<file path="config.mk">
export PLATFORM = sky130hd
export DESIGN_NAME = hs_rx_multi
export DESIGN_NICKNAME = d
export VERILOG_FILES = /design/src/rtl/hs_rx_pkg.sv /design/src/rtl/hs_rx_chan.sv /design/src/rtl/hs_rx_multi.sv
export SDC_FILE = /design/constraint.sdc
export NUM_CORES = 1
export LEC_CHECK = 0
export BUFFER_PORTS_ARGS = -buffer_cell sky130_fd_sc_hd__buf_2
export CELL_PAD_IN_SITES_DETAIL_PLACEMENT = 2
export CELL_PAD_IN_SITES_GLOBAL_PLACEMENT = 2
export CORE_UTILIZATION = 32
export DETAILED_ROUTE_END_ITERATION = 8
export PLACE_DENSITY = 0.89
export SLEW_MARGIN = 20
export SYNTH_ARGS = -nofsm -noshare
export SYNTH_HDL_FRONTEND = slang
export SYNTH_SLANG_ARGS = --single-unit
</file>
<file path="constraint.sdc">
create_clock -name bclk -period 3.54 [get_ports bclk]
set_clock_uncertainty 0.15 [all_clocks]
set_input_delay 0.354 -clock bclk [delete_from_list [all_inputs] [get_ports bclk]]
set_output_delay 0.354 -clock bclk [all_outputs]
set_load 0.01 [all_outputs]
</file>
<file path="src/rtl/hs_rx_pkg.sv">
// Shared definitions for the multi-channel handshake receiver: FSM state
// encoding and the legal range of the req synchroniser depth.
package hs_rx_pkg;

    typedef enum logic [1:0] {
        IDLE  = 2'd0,
        VALID = 2'd1,
        ACK   = 2'd2
    } state_t;

    localparam int unsigned SYNC_MIN = 2;
    localparam int unsigned SYNC_MAX = 4;

    // Clamp a requested synchroniser depth into the supported range.
    function automatic int unsigned sync_depth(input int unsigned n);
        if (n < SYNC_MIN) return SYNC_MIN;
        if (n > SYNC_MAX) return SYNC_MAX;
        return n;
    endfunction

endpackage

</file>
<file path="src/rtl/hs_rx_chan.sv">
// One four-phase handshake receive channel: req synchroniser, IDLE/VALID/ACK
// FSM, data capture register and, with HS_RX_TIMEOUT_EN, an ACK-phase timeout.
module hs_rx_chan
    import hs_rx_pkg::*;
#(
    parameter int unsigned DW          = 8,
    parameter int unsigned SYNC_STAGES = 2,
    parameter int unsigned TO_W        = 8
) (
    input  logic          bclk,
    input  logic          brst,
    input  logic          req,
    input  logic [DW-1:0] adata,
    output logic          ack,
    output logic [DW-1:0] bdata,
    output logic          bvalid,
    input  logic          bload,
    output logic          berr,
    input  logic          berr_clr
);

    localparam int unsigned SN = sync_depth(SYNC_STAGES);

    logic [SN-1:0] sync_q;
    logic          req_s;
    state_t        state;
    state_t        state_nxt;
    logic          capture_c;

    // Metastability chain; only req_s is seen by the FSM.
    always_ff @(posedge bclk or posedge brst) begin
        if (brst) sync_q <= '0;
        else      sync_q <= {sync_q[SN-2:0], req};
    end

    assign req_s = sync_q[SN-1];

    always_comb begin
        state_nxt = state;
        capture_c = 1'b0;
        case (state)
            IDLE: begin
                if (req_s) begin
                    state_nxt = VALID;
                    capture_c = 1'b1;
                end
            end
            VALID: if (bload)  state_nxt = ACK;
            ACK:   if (!req_s) state_nxt = IDLE;
            default: state_nxt = IDLE;
        endcase
    end

    // bvalid/ack come straight from flops so the source domain sees no glitches.
    always_ff @(posedge bclk or posedge brst) begin
        if (brst) begin
            state  <= IDLE;
            bvalid <= 1'b0;
            ack    <= 1'b0;
            bdata  <= '0;
        end else begin
            state  <= state_nxt;
            bvalid <= (state_nxt == VALID);
            ack    <= (state_nxt == ACK);
            if (capture_c) bdata <= adata;
        end
    end

`ifdef HS_RX_TIMEOUT_EN
    localparam logic [TO_W-1:0] TO_LAST = {{(TO_W-1){1'b1}}, 1'b0};

    logic [TO_W-1:0] to_cnt;
    logic            in_ack_c;
    logic            berr_set_c;

    // Counting only while the FSM stays in ACK, i.e. req_s is still high.
    assign in_ack_c   = (state == ACK) && (state_nxt == ACK);
    assign berr_set_c = in_ack_c && (to_cnt == TO_LAST);

    always_ff @(posedge bclk or posedge brst) begin
        if (brst) begin
            to_cnt <= '0;
            berr   <= 1'b0;
        end else begin
            if (!in_ack_c)        to_cnt <= '0;
            else if (to_cnt != '1) to_cnt <= to_cnt + TO_W'(1);
            if (berr_set_c)       berr <= 1'b1;
            else if (berr_clr)    berr <= 1'b0;
        end
    end
`else
    logic unused_cfg;

    assign berr       = 1'b0;
    assign unused_cfg = ^{berr_clr, 1'(TO_W)};
`endif

endmodule

</file>
<file path="src/rtl/hs_rx_multi.sv">
// CH-channel handshake receive endpoint; each channel is an independent
// hs_rx_chan. Optional ACK timeout is enabled by defining HS_RX_TIMEOUT_EN.
module hs_rx_multi #(
    parameter int unsigned CH          = 4,
    parameter int unsigned DW          = 8,
    parameter int unsigned SYNC_STAGES = 2,
    parameter int unsigned TO_W        = 8
) (
    input  logic             bclk,
    input  logic             brst,
    input  logic [CH-1:0]    req,
    input  logic [CH*DW-1:0] adata,
    output logic [CH-1:0]    ack,
    output logic [CH*DW-1:0] bdata,
    output logic [CH-1:0]    bvalid,
    input  logic [CH-1:0]    bload,
    output logic [CH-1:0]    berr,
    input  logic [CH-1:0]    berr_clr
);

    for (genvar i = 0; i < CH; i++) begin : g_ch
        hs_rx_chan #(
            .DW          (DW),
            .SYNC_STAGES (SYNC_STAGES),
            .TO_W        (TO_W)
        ) u_chan (
            .bclk     (bclk),
            .brst     (brst),
            .req      (req[i]),
            .adata    (adata[i*DW +: DW]),
            .ack      (ack[i]),
            .bdata    (bdata[i*DW +: DW]),
            .bvalid   (bvalid[i]),
            .bload    (bload[i]),
            .berr     (berr[i]),
            .berr_clr (berr_clr[i])
        );
    end

endmodule
</file>
# Word level (Yosys, flattened, before mapping)
# Index checks and enable logic that the tools add are counted.
# classes
add_sub_neg	0
n_mul	0
n_div	0
order_cmp	0
eq_ne	16
shift	0
muxes	24
n_bitwise	0
reduce_logical	4
# op_table
cell	count
$mux 2	12
$pmux 2 s3	4
$eq 2x1->1 const B	8
$eq 2x2->1 const B	8
$logic_not 2->1	4
$mux 1	8
# totals
ff_bits	56
latch_bits	0
ramBits	0
mem_bits_ro	0
in_bits	46
out_inout_bits	44
wordCells	64
n_memories	0

# Depth between registers and ports, before layout
# Gate-level depths: netlist of the first run.
# depth
word_depth	3
mapped_depth	2
depth_no_buf	2

# Modules after synthesis
# From an unflattened synthesis of the first run, not the netlist that was laid out.
# hier_totals
cells_unflattened	132
area_unflattened_um2	2057.0
# by_module_without_submodules
module	n_inst	cells_each	area_each_um2	seq_area_each_um2
hs_rx_chan	4	33	514.2	350.3

# Worst setup path before layout of the first run
# No wires, ideal clock.
# synth_path
path_kind	reg-to-reg
start	register g_ch[1].u_chan.state[1]
end	register g_ch[1].u_chan.bdata[0]
setup_time_ps	125
arrival_ps	1141
t_required_ps	3265
setup_slack_ps	2124
stages_incl_launch_ff	3
path_buffers	0
synth_period_minus_slack_ps	1416
path_cell_list	dfrtp_1 nor3b_4 mux2_2
# synth_between
elab_chain_len	2
# synth_lines
item	line_no	rtl
start, declared	hs_rx_chan.sv:26	state_t state;
start signal, assigned	hs_rx_chan.sv:62	state <= state_nxt;
$logic_not 2->1	hs_rx_chan.sv:41	case (state)
$mux 1	hs_rx_chan.sv:41	
end signal, assigned	hs_rx_chan.sv:65	if (capture_c) bdata <= adata;
end, declared	hs_rx_chan.sv:15	output logic [DW-1:0] bdata,
# Every way passes these cells.
# A chain may end at the register's enable or synchronous reset.

# Worst setup path in the final report of the first run
# layout_path
start	register g_ch[3].u_chan.state[1]
end	register g_ch[3].u_chan.bdata[7]
# layout_between
elab_chain_len	2
# layout_lines
item	line_no
start, declared	hs_rx_chan.sv:26
start signal, assigned	hs_rx_chan.sv:62
$logic_not 2->1	hs_rx_chan.sv:41
$mux 1	hs_rx_chan.sv:41
end signal, assigned	hs_rx_chan.sv:65
end, declared	hs_rx_chan.sv:15
# Every way passes these cells.

==> results of run 1 <==
## flip-flops by register name, indices dropped and copies added (netlist names)
| register | flops |
|---|---|
| g_ch.u_chan.ack | 4 |
| g_ch.u_chan.bdata | 32 |
| g_ch.u_chan.bvalid | 4 |
| g_ch.u_chan.state | 8 |
| g_ch.u_chan.sync_q | 8 |
## routing by layer
layer  share of wire  vias up
met2            0.54       61
met4          0.0057        0
li1                -      617
met1            0.38      673
met5               0        -
met3           0.072        2
## cell families (layout without fill, tap and decap cells)
family / Yosys count / after routing / share of synthesized area
AO/OA/AOI/OAI: 12 / 12 / 0.03345
flip-flops: 56 / 56 / 0.6691
AND/OR/NAND/NOR: 20 / 20 / 0.07885
multiplexers: 32 / 32 / 0.1720
other: 1 / 4 / 0.001790
buffers and inverters: 13 / 95 / 0.04480
## final cells by class
cell class              count  area, sq um
fillers                   657         3677
flip-flops and latches     56         1401
multi-input cells          68        610.6
repair buffers             86        452.9
well taps                  77        96.34
clock buffers               6        72.57
clock inverters             2        35.03
inverters                   1        3.754
## worst min path at each step
stage | start | to | cells past startpoint
6_report | brst | g_ch[0].u_chan.sync_q[1]$_DFF_PP0_ | 2
3_3_place_gp | g_ch[1].u_chan.sync_q[0]$_DFF_PP0_ | g_ch[1].u_chan.sync_q[1]$_DFF_PP0_ | 0
4_1_cts | req[0] | g_ch[0].u_chan.sync_q[0]$_DFF_PP0_ | 1
2_1_floorplan | g_ch[0].u_chan.sync_q[0]$_DFF_PP0_ | g_ch[0].u_chan.sync_q[1]$_DFF_PP0_ | 0
5_1_grt | brst | g_ch[0].u_chan.ack$_DFF_PP0_ | 2
3_5_place_dp | g_ch[2].u_chan.sync_q[0]$_DFF_PP0_ | g_ch[2].u_chan.sync_q[1]$_DFF_PP0_ | 0
## placed cells by master, fill, tap and decap left out
| master | n |
|---|---|
| nor3b_1 | 4 |
| dlygate4sd3_1 | 4 |
| clkinv_2 | 1 |
| a211oi_1 | 4 |
| inv_2 | 1 |
| nor3b_4 | 4 |
| nor2_1 | 4 |
| o21ai_0 | 8 |
| dfrtp_1 | 56 |
| clkbuf_8 | 5 |
| buf_2 | 81 |
| clkbuf_1 | 1 |
| bufinv_16 | 1 |
| nand2_1 | 4 |
| conb_1 | 4 |
| buf_4 | 1 |
| mux2_2 | 32 |
| nand3b_1 | 4 |
## per-stage QoR
| step | instances | util | power, mW | area [sq um] |
|---|---|---|---|---|
| floorplan | 137 | - | 1.627 | 2106 |
| global placement | 284 | 0.3976 | 1.868 | 2525 |
| detailed placement | 284 | 0.3976 | 1.936 | 2525 |
| CTS | 295 | 0.4193 | 2.354 | 2663 |
| global route | 296 | 0.4209 | 2.479 | 2673 |
| finish | 296 | 0.4209 | 2.308 | 2673 |
## power groups by stage
stage,combinational [mW],sequential (mW),clock (mW)
6_report,0.802,1.10,0.407
5_1_grt,0.880,1.15,0.454
4_1_cts,0.822,1.11,0.426
3_5_place_dp,0.817,1.12,0
3_3_place_gp,0.779,1.09,0
2_1_floorplan,0.442,1.18,0
## what timing repair did
item | 4_1_cts | 5_1_grt
hold buffers | 3 | 1
buffers inserted | 0 | 0
hold endpoints to repair | 3 | 1
==> flow_summary.yaml, run 1 <==
logic_synthesis:
  ys_async_sr_fraction: 1.000
  synth-edff-count: 0
  ys.flop_type: "dfrtp_1"
  syn_inst: 134
  ys_seq_area_frac: 0.6691
  yosysUniqueCellTypes: 12
  synth_seq_cells: 56
  yosysWarnings: 0
  avgSynthCellArea_sq_um: 15.63
  synth_top_area_share: 0.6691
  yosysTopAreaCell: "dfrtp_1"
  synth_area_sq_um: 2095
  synthTopCellsByCount: "dfrtp_1 (56), mux2_2 (32), buf_4 (12), o21ai_0 (8)"
  ys_top_cells_by_area: "dfrtp_1 (67%), mux2_2 (17%), buf_4 (4.3%)"
  synth_most_common_cell: "dfrtp_1"
detailed_routing:
  drtPass1Iterations: 4
  drt-total-wl_um: 4420
  drc_errors: 0
  routedWlPerCell_um: 14.93
  drt-initial-drc-count: 18
  drt.antenna.violating_nets: 0
  viasPerCell: 4.571
  vias: 1353
floorplan:
  die_w_um: 82.91
  core_area_sq_um: 6350
  dieArea_sq_um: 6873
  start_util: 0.3299
  pin_count: 90
  dieHeight_um: 82.91
  rows: 29
global_route:
  grt_pass1_vias: 1570
  antenna_found_initial: 0
  track_usage: 0.1441
  grt_pass1_wl_um: 7817
  busiest_layer: "met2"
  grt_util_met1: 0.1646
  grt_max_degree: 37
  grtUsageMet3: 0.04672
  grt.met2_usage: 0.2586
  grt_overflow: 0
sta:
  fin_crit_sh: 0.4430
  maxSlewViolCount: 0
  worst_slew_pin_slew_ns: 0.7589
  holdWs_ns: 0.03355
  fin_ws_ns: 1.972
  slew_headroom: 0.4934
  fin_tns_setup_ns: 0
  max_freq_ghz: 0.6377
  finalHoldViolCount: 0
  layout_min_cycle_time_ns: 1.568
  rsz0062_at_grt: "no"
  setup_viol: 0
setup_path:
  rrSetupSlack_ns: 1.97
  crit_required_ns: 3.58
  cp-end-kind: "flip-flop"
  cp_slowest_cell: "dfrtp_1"
  crit_path_start_kind: "flip-flop"
  path_max_fanout: 8
  critPathMaxStageDelay_ns: 0.46
  crit_end: "g_ch[3].u_chan.bdata[7]$_DFFE_PP0P_"
  r2r_cells: 2
  critical_path_arrival_ns: 1.61
  crit_family: "flip-flops"
  path_cells: "nor3b_4 > mux2_2"
  crit_path_start: "g_ch[3].u_chan.state[1]$_DFF_PP0_"
  path_depth: 2
  r2r-end: "g_ch[3].u_chan.bdata[7]$_DFFE_PP0P_"
  crit_type: "reg2reg"
  r2r_start: "g_ch[3].u_chan.state[1]$_DFF_PP0_"
  critical_path_buf_inv_count: 0
final_layout:
  drive_above_1_share: 0.5753
  area_growth_pct: 27.60
  antenna_cells: 0
  nNetsFinal: 264
clock_tree:
  cts_buffers: 5
  htree_levels: 2
  cts-resized-gates: 0
  cts_tree: "built"
  cts-root-buf: "clkbuf_8"
  insertion_delay_ns: 0.29
  cts.sinks: 56
  path_clk_slew_ns: 0.10
  cts_buffer_depth: 2
power:
  combPwrFrac: 0.347
  power_density_nw_per_um2: 863.5
  p_int_mw: 1.552
  clockPowerShare: 0.176
  seqPwrFrac: 0.476
  switching_share: 0.3274
  p_switching_mw: 0.7555
  leakagePower_nw: 1.273
  ir_drop_mv: 0.2558
min_path:
  hp-class: "in2async"
outcome:
  status: "finished, final reports clean"
flow_run:
  max_cap_viol_count: 0
placement:
  gp_congestion: 0.6739
  dp_hpwl_um: 3406
  portBuffers: 81
  dp_slack_ns: 1.966
Power figures use the tool's default switching activity.
==> inputs of run 2 (changes only) <==
Settings changed: ABC_AREA set to 1, CORE_UTILIZATION 32 to 25, PLACE_DENSITY 0.89 to 0.82.
Clock period 3.54 ns to 1.3 ns, I/O delays scaled along.
==> run 2 against run 1 <==
Net effect:
- via count grew 44%
- maximum frequency up 33%
- core utilization fell by 3.6 points
- sequential power increased to 2.7 times the previous value
- global-route usage increased by 0.44 points
- non-clock buffer count rose by 45
- sequential cell count stayed put
- die area grew 31%
- cell count grew 49%
==> flow_summary.yaml, run 2 <==
final_layout:
  final_common_cell: "buf_2"
  finalNonFillerCells: 441
  largest_register_ffs: 32
  fillCellCount: 948
  drive_above_1_share: 0.3125
  regArea_sq_um: 1401
  regMostFlops: "g_ch.u_chan.bdata"
  area_growth_pct: 47.74
  nNetsFinal: 383
  multi_input_comb_area_sq_um: 640.6
  antenna_cells: 0
  final_cell_mix: "buf_2 (81), nand2_1 (78), dfrtp_1 (56)"
  utilization: 0.3844
  reg.largest.list: "g_ch.u_chan.bdata x32, g_ch.u_chan.state x8, g_ch.u_chan.sync_q x8"
clock_tree:
  htree_levels: 2
  path_clk_slew_ns: 0.10
  insertion_delay_ns: 0.30
  cts.sinks: 56
  cts_buffer_depth: 2
  cts_buffers: 5
  cts-root-buf: "clkbuf_8"
  cts_tree: "built"
sta:
  layout_min_cycle_time_ns: 1.176
  rsz0062_at_grt: "no"
  finalHoldViolCount: 0
  max_freq_ghz: 0.8505
  fin_crit_sh: 0.9044
  holdWs_ns: 0.2047
  setup_viol: 0
  maxSlewViolCount: 0
  fin_ws_ns: 0.1243
  fin_tns_setup_ns: 0
detailed_routing:
  drc_errors: 0
  routedWlPerCell_um: 14.41
  viasPerCell: 4.404
  drt-initial-drc-count: 22
  vias: 1942
  drt.antenna.violating_nets: 0
  drtPass1Iterations: 4
  drt-total-wl_um: 6356
logic_synthesis:
  yosysWarnings: 0
  synth_seq_cells: 56
  synthTopCellsByCount: "nand2_1 (78), dfrtp_1 (56), nand3_1 (36), buf_4 (12), o21ai_0 (8)"
  syn_inst: 212
  ys_seq_area_frac: 0.6489
  synth_area_sq_um: 2160
  avgSynthCellArea_sq_um: 10.19
  yosysTopAreaCell: "dfrtp_1"
  synth_top_area_share: 0.6489
  ys_top_cells_by_area: "dfrtp_1 (65%), nand2_1 (14%), nand3_1 (8.3%)"
  ys.flop_type: "dfrtp_1"
  synth-edff-count: 0
  synth_most_common_cell: "nand2_1"
  yosysUniqueCellTypes: 12
  ys_async_sr_fraction: 1.000
setup_path:
  path_depth: 4
  path_cells: "nor2_4 > buf_4 > nand3_1 > nand2_1"
  cp_slowest_cell: "dfrtp_1"
  crit_required_ns: 1.39
  r2r-end: "g_ch[1].u_chan.bdata[7]$_DFFE_PP0P_"
  crit_end: "g_ch[1].u_chan.bdata[7]$_DFFE_PP0P_"
  r2r_start: "g_ch[1].u_chan.state[0]$_DFF_PP0_"
  path_max_fanout: 5
  critical_path_arrival_ns: 1.27
  cp-end-kind: "flip-flop"
  rrSetupSlack_ns: 0.12
  crit_path_start: "g_ch[1].u_chan.state[0]$_DFF_PP0_"
  critical_path_buf_inv_count: 1
  crit_path_start_kind: "flip-flop"
  crit_family: "flip-flops"
  critPathMaxStageDelay_ns: 0.45
  crit_type: "reg2reg"
  r2r_cells: 4
floorplan:
  die_w_um: 94.94
  pin_count: 90
  dieHeight_um: 94.94
  rows: 33
  start_util: 0.2602
  dieArea_sq_um: 9014
  core_area_sq_um: 8299
power:
  ir_drop_mv: 0.6156
  leakagePower_nw: 1.720
  power_density_nw_per_um2: 2087
placement:
  dp_slack_ns: 0.08319
  portBuffers: 81
  gp_congestion: 0.7311
  dp.cells: 390
  dp_hpwl_um: 4183
global_route:
  antenna_found_initial: 0
  grt_pass1_vias: 2175
  grt_overflow: 0
  track_usage: 0.1485
  grt_pass1_wl_um: 10320
  grt_max_degree: 57
min_path:
  hp-class: "reg2reg"
outcome:
  status: "finished, final reports clean"
flow_run:
  max_cap_viol_count: 0
[run 2: changes by cell type in the layout (fill, tap and decap cells not counted), moves of 4 or more]
cell           change
nand2_1           +74
dlygate4sd3_1     +37
nand3_1           +36
mux2_2            -32
buf_4              +7
a211oi_1           -4
inv_1              +4
nand2_4            +4
nor2_4             +4
nor3b_1            -4
nor3b_4            -4
[run 2: final cells by class]
cell class | count | area share
Sequential cell | 56 | 0.4392
Clock buffer | 5 | 0.02157
Tap cell | 105 | 0.04118
Inverter | 5 | 0.007059
Clock inverter | 1 | 0.009412
Multi-Input combinational cell | 138 | 0.2008
Timing Repair Buffer | 131 | 0.2808
[run 2: cell families (layout without fill, tap and decap cells)]
logic type | after synthesis | in the layout | share of synthesized area
and+or+nand+nor | 126 | 126 | 0.2711
other | 1 | 4 | 0.001736
AOI/OAI and AO/OA | 8 | 8 | 0.01854
DFF | 56 | 56 | 0.6489
buffers and inverters | 21 | 142 | 0.05968
[run 2: metrics by stage]
step                area [sq um]  power (mW)
finish                      3191       6.660
detailed placement          2651       5.424
global route                3191       7.215
floorplan                   2175       4.402
global placement            2651       5.258
CTS                         3161       6.643
[run 2: metal layers]
metal | GRT usage | up-vias | wire length (um)
met5 | 0 | - | 0
met4 | 0.03409 | 0 | 49
met3 | 0.03060 | 4 | 242
met2 | 0.2932 | 53 | 3541
met1 | 0.1588 | 976 | 2522
li1 | - | 909 | -
[run 2: what timing repair did]
item | 4_1_cts | 5_1_grt
endpoints found under the hold margin | 108 | 0
resized for setup | 0 | 0
setup buffers | 0 | 4
hold buffers | 41 | 0
endpoints found under the setup margin | 0 | 5
[run 2: power breakdown]
part	internal, mW	total [mW]	switching, mW
sequential	2.45	2.92	0.463
clock	0.555	1.10	0.543
combinational	1.13	2.64	1.51
total	4.14	6.66	2.52
[run 2: how the worst min path moves through the flow]
stage,startpoint,to,slack [ns],cells after the start
2_1_floorplan,req[0],g_ch[0].u_chan.sync_q[0]$_DFF_PP0_,0.01,0
3_3_place_gp,brst,g_ch[1].u_chan.sync_q[0]$_DFF_PP0_,0.09,3
3_5_place_dp,req[0],g_ch[0].u_chan.sync_q[0]$_DFF_PP0_,0.09,1
4_1_cts,g_ch[0].u_chan.sync_q[0]$_DFF_PP0_,g_ch[0].u_chan.sync_q[1]$_DFF_PP0_,0.21,0
5_1_grt,g_ch[0].u_chan.sync_q[0]$_DFF_PP0_,g_ch[0].u_chan.sync_q[1]$_DFF_PP0_,0.21,0
6_report,g_ch[0].u_chan.sync_q[0]$_DFF_PP0_,g_ch[0].u_chan.sync_q[1]$_DFF_PP0_,0.20,0
[run 2: worst reg2reg max path: stages (launching register included)]
cell and delay (ns):
dfrtp_1 0.45, nor2_4 0.21, buf_4 0.15, nand3_1 0.07
nand2_1 0.09
